<file path="src/rtl/sz_pkg.sv">
// sz_pkg: shared widths, payload layout and classification for the SZ quantization binning stage.
package sz_pkg;
    localparam int SZ_DATA_W = 32;
    localparam int SZ_RADIUS = 32768;
    localparam int SZ_CODE_W = 16;
    localparam int SZ_CNT_W  = 32;

    typedef struct packed {
        logic [SZ_CODE_W-1:0]        code;
        logic signed [SZ_DATA_W-1:0] fix;
        logic                        unpred;
        logic                        last;
    } sz_payload_t;

    function automatic sz_payload_t sz_classify(input logic signed [SZ_DATA_W-1:0] q, input logic last);
        sz_payload_t p;
        logic signed [SZ_DATA_W-1:0] sum;
        sum      = q + SZ_DATA_W'(SZ_RADIUS);
        p.unpred = (q >= SZ_DATA_W'(SZ_RADIUS)) || (q <= SZ_DATA_W'(-SZ_RADIUS));
        p.code   = p.unpred ? '0 : sum[SZ_CODE_W-1:0];
        p.fix    = p.unpred ? '0 : q;
        p.last   = last;
        return p;
    endfunction
endpackage

</file>
<file path="src/rtl/sz_skid_buf.sv">
// sz_skid_buf: 2-entry valid/ready register slice; in_ready is registered, no comb path from out_ready.
module sz_skid_buf #(
    parameter int W = 8
) (
    input  logic         clk,
    input  logic         rst,
    input  logic         in_valid,
    output logic         in_ready,
    input  logic [W-1:0] in_data,
    output logic         out_valid,
    input  logic         out_ready,
    output logic [W-1:0] out_data
);
    logic         main_v, skid_v, rdy, in_hs, stall, skid_n;
    logic [W-1:0] main_d, skid_d;

    assign in_hs     = in_valid && rdy;
    assign stall     = main_v && !out_ready;
    assign skid_n    = stall && (skid_v || in_hs);
    assign in_ready  = rdy;
    assign out_valid = main_v;
    assign out_data  = main_d;

    // the skid entry always drains into main before any new input is taken
    always_ff @(posedge clk) begin
        if (rst) begin
            main_v <= 1'b0;
            skid_v <= 1'b0;
            rdy    <= 1'b0;
            main_d <= '0;
            skid_d <= '0;
        end else begin
            rdy    <= !skid_n;
            skid_v <= skid_n;
            if (!stall) main_v <= skid_v || in_hs;
            if (!stall && (skid_v || in_hs)) main_d <= skid_v ? skid_d : in_data;
            if (stall && in_hs) skid_d <= in_data;
        end
    end
endmodule

</file>
<file path="src/rtl/sz_quant_bin.sv">
// sz_quant_bin: maps rounded prediction error q to an SZ quantization code and clamped fixed value,
// with per-block point / unpredictable statistics.
module sz_quant_bin import sz_pkg::*; #(
    parameter int DATA_W = SZ_DATA_W,
    parameter int RADIUS = SZ_RADIUS,
    parameter int CODE_W = SZ_CODE_W,
    parameter int CNT_W  = SZ_CNT_W
) (
    input  logic                     clk,
    input  logic                     rst,
    input  logic                     in_valid,
    output logic                     in_ready,
    input  logic signed [DATA_W-1:0] in_q,
    input  logic                     in_last,
    output logic                     out_valid,
    input  logic                     out_ready,
    output logic [CODE_W-1:0]        out_code,
    output logic signed [DATA_W-1:0] out_fix,
    output logic                     out_unpred,
    output logic                     out_last,
    output logic                     stats_valid,
    output logic [CNT_W-1:0]         stats_pts,
    output logic [CNT_W-1:0]         stats_unpred
);
    if ((longint'(1) << CODE_W) < 2 * longint'(RADIUS)) begin : g_code_w
        $error("CODE_W too narrow to hold 2*RADIUS codes");
    end
    if (DATA_W != SZ_DATA_W || RADIUS != SZ_RADIUS || CODE_W != SZ_CODE_W) begin : g_layout
        $error("payload layout is fixed by sz_pkg widths");
    end

    sz_payload_t      in_p, out_p;
    logic             out_hs;
    logic [CNT_W-1:0] pts, unp, pts_inc, unp_inc;

    assign in_p = sz_classify(in_q, in_last);

    sz_skid_buf #(.W($bits(sz_payload_t))) u_skid (
        .clk       (clk),
        .rst       (rst),
        .in_valid  (in_valid),
        .in_ready  (in_ready),
        .in_data   (in_p),
        .out_valid (out_valid),
        .out_ready (out_ready),
        .out_data  (out_p)
    );

    assign out_code   = out_p.code;
    assign out_fix    = out_p.fix;
    assign out_unpred = out_p.unpred;
    assign out_last   = out_p.last;

    always_comb begin
        out_hs  = out_valid && out_ready;
        pts_inc = &pts ? pts : pts + CNT_W'(1);
        unp_inc = (out_p.unpred && !(&unp)) ? unp + CNT_W'(1) : unp;
    end

    // totals include the last point; accumulators restart on the same edge
    always_ff @(posedge clk) begin
        if (rst) begin
            pts          <= '0;
            unp          <= '0;
            stats_valid  <= 1'b0;
            stats_pts    <= '0;
            stats_unpred <= '0;
        end else begin
            stats_valid <= out_hs && out_p.last;
            if (out_hs && out_p.last) begin
                stats_pts    <= pts_inc;
                stats_unpred <= unp_inc;
            end
            if (out_hs) begin
                pts <= out_p.last ? '0 : pts_inc;
                unp <= out_p.last ? '0 : unp_inc;
            end
        end
    end
endmodule

</file>
<file path="config.mk">
export PLATFORM = sky130hd
export DESIGN_NAME = sz_quant_bin
export DESIGN_NICKNAME = d
export VERILOG_FILES = /design/src/rtl/sz_pkg.sv /design/src/rtl/sz_skid_buf.sv /design/src/rtl/sz_quant_bin.sv
export SDC_FILE = /design/constraint.sdc
export NUM_CORES = 1
export LEC_CHECK = 0
export BUFFER_PORTS_ARGS = -buffer_cell sky130_fd_sc_hd__buf_2
export CAP_MARGIN = 40
export CORE_UTILIZATION = 28
export DETAILED_ROUTE_END_ITERATION = 10
export HOLD_SLACK_MARGIN = 0.12
export PLACE_DENSITY = 0.49
export SLEW_MARGIN = 20
export SYNTH_ARGS = -nofsm -noshare
export SYNTH_HDL_FRONTEND = slang
export SYNTH_SLANG_ARGS = --single-unit
</file>
<file path="constraint.sdc">
create_clock -name clk -period 3.15 [get_ports clk]
set_input_delay 0.315 -clock clk [delete_from_list [all_inputs] [get_ports clk]]
set_output_delay 0.315 -clock clk [all_outputs]
set_load 0.01 [all_outputs]
</file>
=== Yosys cells after proc, flatten, opt, wreduce, memory -nomap -nowiden ===
Index checks and enable logic that the tools add are counted.

* Reductions and logical operators: 16
* Multiplexer cells: 7
* Magnitude comparators: 2
* $add $sub $neg: 3

{| class="wikitable"
|+ Operators by type and width
! cell !! number
|-
| $mux 32 || 5
|-
| $add 32x1->32 const B || 2
|-
| $reduce_and 32->1 || 2
|-
| $mux 50 || 1
|-
| $ge 32x17->1 const B || 1
|-
| $le 32x16->1 const B || 1
|-
| $add 16x16->16 const B || 1
|-
| $mux 16 || 1
|-
| $logic_and 1x1->1 || 8
|-
| $logic_not 1->1 || 4
|-
| $logic_or 1x1->1 || 2
|}

* Output and inout bits: 117
* Input port bits: 37
* Word-level logic and storage cells: 38
* Bits in registers: 232

=== Longest topological paths before layout ===
* Depth in word-level cells: 5
* Mapped depth: 9
* Mapped depth without buffers: 7

=== By module ===
Synthesis repeated with hierarchy kept, for this count alone.

* Cell total of the unflattened synthesis: 1402
* Area, all modules: 12042.8 µm²

{| class="wikitable"
|+ Modules (own cells, without submodules)
! module !! cells an instance !! area each (µm²) !! times used
|-
| sz_quant_bin || 943 || 7499.7 || 1
|-
| sz_skid_buf || 459 || 4543.1 || 1
|}

=== Worst setup path before layout ===
Ideal clock, no wire load.

* Kind: reg2reg
* Start point: reg unp[0]
* End point: reg unp[17]
* Setup slack: 1.029 ns
* Stages on the path, launching flop included: 9
* Period minus slack after synthesis: 2.121 ns
* Data required time: 3.076 ns
* Buffers on the path: 1
* Arrival: 2.047 ns
* Cell sequence: dfxtp_1 -> ha_1 -> and4_1 -> and2_1 -> buf_2 -> a31oi_4 -> nand3_1 -> or3_1 -> a31oi_1

* Longest elaborated chain between the ends: 5
* Elaborated cells on any way between the ends: 6
* Those cells by class: add/sub (1); mux (2); reduce/logical (3)

{| class="wikitable"
|+ Ends and longest elaborated chain
! element !! line !! source
|-
| start: declaration || sz_quant_bin.sv:34 || <nowiki>logic [CNT_W-1:0] pts, unp, pts_inc, unp_inc;</nowiki>
|-
| start signal: assignment || sz_quant_bin.sv:76 || <nowiki>unp <= out_p.last ? '0 : unp_inc;</nowiki>
|-
| branches (longest 3 deep; another with $add 32x1->32) || n/a ||
|-
| $mux 32 (*) || sz_quant_bin.sv:57 || <nowiki>unp_inc = (out_p.unpred && !(&unp)) ? unp + CNT_W'(1) : unp;</nowiki>
|-
| $mux 32 (*) || sz_quant_bin.sv:76 ||
|}

Mark *: on every way between the ends.
A chain may end at the register's enable or synchronous reset.

=== Worst setup path in the final report ===
* Start point: reg unp[0]
* End point: reg unp[20]

Same word-level chain as after synthesis.

==> results.cfg <==
[run_status]
outcome = finished clean

[global_routing]
grt_first_pass_wirelength_um = 42070
antenna_found_initial = 0
grt.overflow.total = 0
grt_pass1_vias = 7791
track_usage_pct = 15.37
grt_max_degree = 125

[clock_network]
clk_latency_ns = 0.52
clkSlewWorstSetupHoldPaths_ns = 0.06
cts_buffers = 24
cts-root-buf = clkbuf_16
htree_levels = 1
cts_setup_buffers = 0
clockBufferDepth = 3
cts.sinks = 202
cts-hold-fix-buffers = 16
cts_tree = yes
cts.repair.resized = 0

[synth]
syn_inst = 1107
ys_types = 67
ys_seq_area_share_pct = 43.27
yosysWarnings = 0
synth-seq-cells = 202
synth_edf_count = 0
async_flop_share_pct = 0
mappedNetlistNets = 1146
ys.flop_type = dfxtp_1
synth_area_mm2 = 0.009346
syn_area_per_cell_um2 = 8.443

[floorplanning]
core_area_mm2 = 0.03270
die_height_um = 184.7
die_w_um = 184.7
pin_count = 154
rows = 66
dieArea_mm2 = 0.03411
start_util_pct = 28.58

[sta]
setup_slack_ns = 0.4155
slew_headroom_pct = 41.11
hold_violations = 0
fin_crit_sh_pct = 86.81
tns_ns = 0
clock_skew_ns = 0.008515
setup_viol = 0
fin_crit_ns = 2.735
slew_violations = 0
grt_setup_unrepaired = no
max_freq_mhz = 365.7
worst_pin_slew_ns = 0.8833

[finish]
drive_gt1_share_pct = 20.03
synthToLayoutAreaGrowth_pct = 21.86
final_util_pct = 34.83
fin_nets = 1260
diodes = 0
final_cells = 1680

[worst_setup_path]
worstPathRequired_ns = 3.56
cp_max_fo = 11
cp_cell_sequence = ha_1, and4_1, nand3_1, a21oi_1, and4_1, o21ai_0, a22o_1
path_class = flip-flop to flip-flop
end_kind = flip-flop
startpoint_type = flip-flop
cp_slowest_stage_delay_ns = 0.73
cp_slowest_cell = a21oi_1
arrival_ns = 3.14
path_common_cell = and4_1

[place]
place_ws_ns = 0.5307
io_buffer_count = 153
dp_hpwl_um = 17440
place_inst = 1621
gp_congestion = 0.8104

[power_and_ir_drop]
p_leak_nw = 4.173
vdd_drop_max_mv = 0.3745
power_density_mw_per_mm2 = 524.7

[hold_path]
min_path_type = primary input to flip-flop

[detailed_routing]
drt_iter0_drc = 420
ant_nets = 0
num_vias = 8433
avgRoutedWirePerCell_um = 15.76
firstDrtPassIters = 5
detail_route.wirelength_um = 26480
drcViolationCount = 0
vias_per_cell = 5.020

[flow_run]
cap_violations = 0
-- per-stage QoR --
step	hold WS [ns]	area (um2)	total power [mW]
after floorplan	0.4360	9346	2.902
after global placement	0.4419	10390	3.053
after detailed placement	0.4488	10390	3.054
after CTS	0.1415	11390	6.092
after global routing	0.1914	11390	6.222
final	0.1789	11390	5.976
-- worst paths after layout --
kind	from	end	slack, ns	cells after the start
worst max-delay path	unp[0]$_SDFFE_PP0P_	unp[20]$_SDFFE_PP0P_	0.42	7
worst min-delay path	rst	pts[8]$_SDFFE_PP0P_	0.18	2
worst max register to register	unp[0]$_SDFFE_PP0P_	unp[20]$_SDFFE_PP0P_	0.42	7
worst min register to register	u_skid.skid_d[0]$_SDFFE_PP0P_	u_skid.skid_d[0]$_SDFFE_PP0P_	0.45	2
-- report_power, final --
group	switching (mW)	total (mW)	internal [mW]
Sequential	0.0324	2.63	2.60
Combinational	0.234	0.375	0.140
Clock	1.12	2.97	1.85
Total	1.39	5.98	4.59
-- cell usage in the layout, fill, tap and decap left out, drive strengths merged, types with 12 or more instances in the layout --
cell,instances
a211oi,57
a21oi,80
a221oi,15
a22oi,23
a31oi,28
and2,12
and3,17
and4,12
buf,180
clkbuf,33
dfxtp,202
dlygate4sd3,16
nand2,50
nand3,40
nand4,32
nor2,161
nor3,46
o21a,20
o21ai,44
or3,26
xnor2,22
xor2,31
-- worst max-delay path, delay by kind of cell (launching register included) --
family,cells,cell delay (ns)
flip-flops,1,0.41
adder cells (fa/ha/maj),1,0.25
AO/OA/AOI/OAI,3,1.09
AND/OR/NAND/NOR,3,0.88
-- registers in the layout, summed over array words and instances, names as in the netlist --
| register | cells |
|---|---|
| unp | 32 |
| stats_pts | 32 |
| u_skid.in_ready | 1 |
| u_skid.skid_v | 1 |
| stats_valid | 1 |
| pts | 32 |
| u_skid.skid_d | 35 |
| stats_unpred | 32 |
| u_skid.out_valid | 1 |
| u_skid.out_data | 35 |
-- cell type report --
| cell class | instances | area [um2] |
|---|---|---|
| Tap cell | 442 | 553.0 |
| Inverter | 8 | 30.03 |
| Timing Repair Buffer | 196 | 1144 |
| Fill cell | 3473 | 21310 |
| Multi-Input combinational cell | 789 | 4777 |
| Clock buffer | 33 | 685.7 |
| Sequential cell | 202 | 4044 |
| Clock inverter | 10 | 156.4 |
-- kinds of logic (layout without fill, tap and decap cells) --
group                      Yosys count  in the layout  share of synthesized area [%]
and+or+nand+nor                    433            433                          23.91
AOI/OAI and AO/OA                  296            296                          21.33
DFF                                202            202                          43.27
buffers and inverters              116            247                          5.730
xor gates and xnor gates            53             53                          4.966
muxes                                5              5                         0.5355
adders and majority gates            2              2                         0.2677
-- synth_stat cells (all sizes together) (5+ instances only) --
| master | n | share of area [%] |
|---|---|---|
| a221oi | 15 | 1.4 |
| mux2i | 5 | 0.54 |
| a211oi | 57 | 4.7 |
| dfxtp | 202 | 43 |
| nor2 | 161 | 6.5 |
| nand4 | 32 | 2.3 |
| buf | 41 | 2.7 |
| xnor2 | 22 | 2.1 |
| nand2 | 50 | 2.0 |
| nand2b | 8 | 0.62 |
| nor4 | 7 | 0.47 |
| or3 | 26 | 1.7 |
| o21ai | 44 | 2.4 |
| clkbuf | 67 | 2.7 |
| nand3b | 6 | 0.48 |
| a22oi | 23 | 1.8 |
| o21a | 20 | 1.6 |
| nor3 | 46 | 2.7 |
| and4 | 12 | 1.2 |
| a31oi | 28 | 2.2 |
| xor2 | 31 | 2.9 |
| inv | 7 | 0.28 |
| a21oi | 80 | 4.4 |
| a41oi | 7 | 0.66 |
| and3 | 17 | 1.2 |
| and2 | 12 | 0.80 |
| nand3 | 40 | 2.1 |
-- per-layer routing --
layer  GRT usage [%]  up-vias  routed length [um]
met1           20.54     3945               12680
li1                -     4249                   -
met4           4.331        0                 662
met3           2.865       36                1375
met5               0        -                   0
met2           25.10      203               11760
No activity file was read; power rests on OpenSTA's default activity.
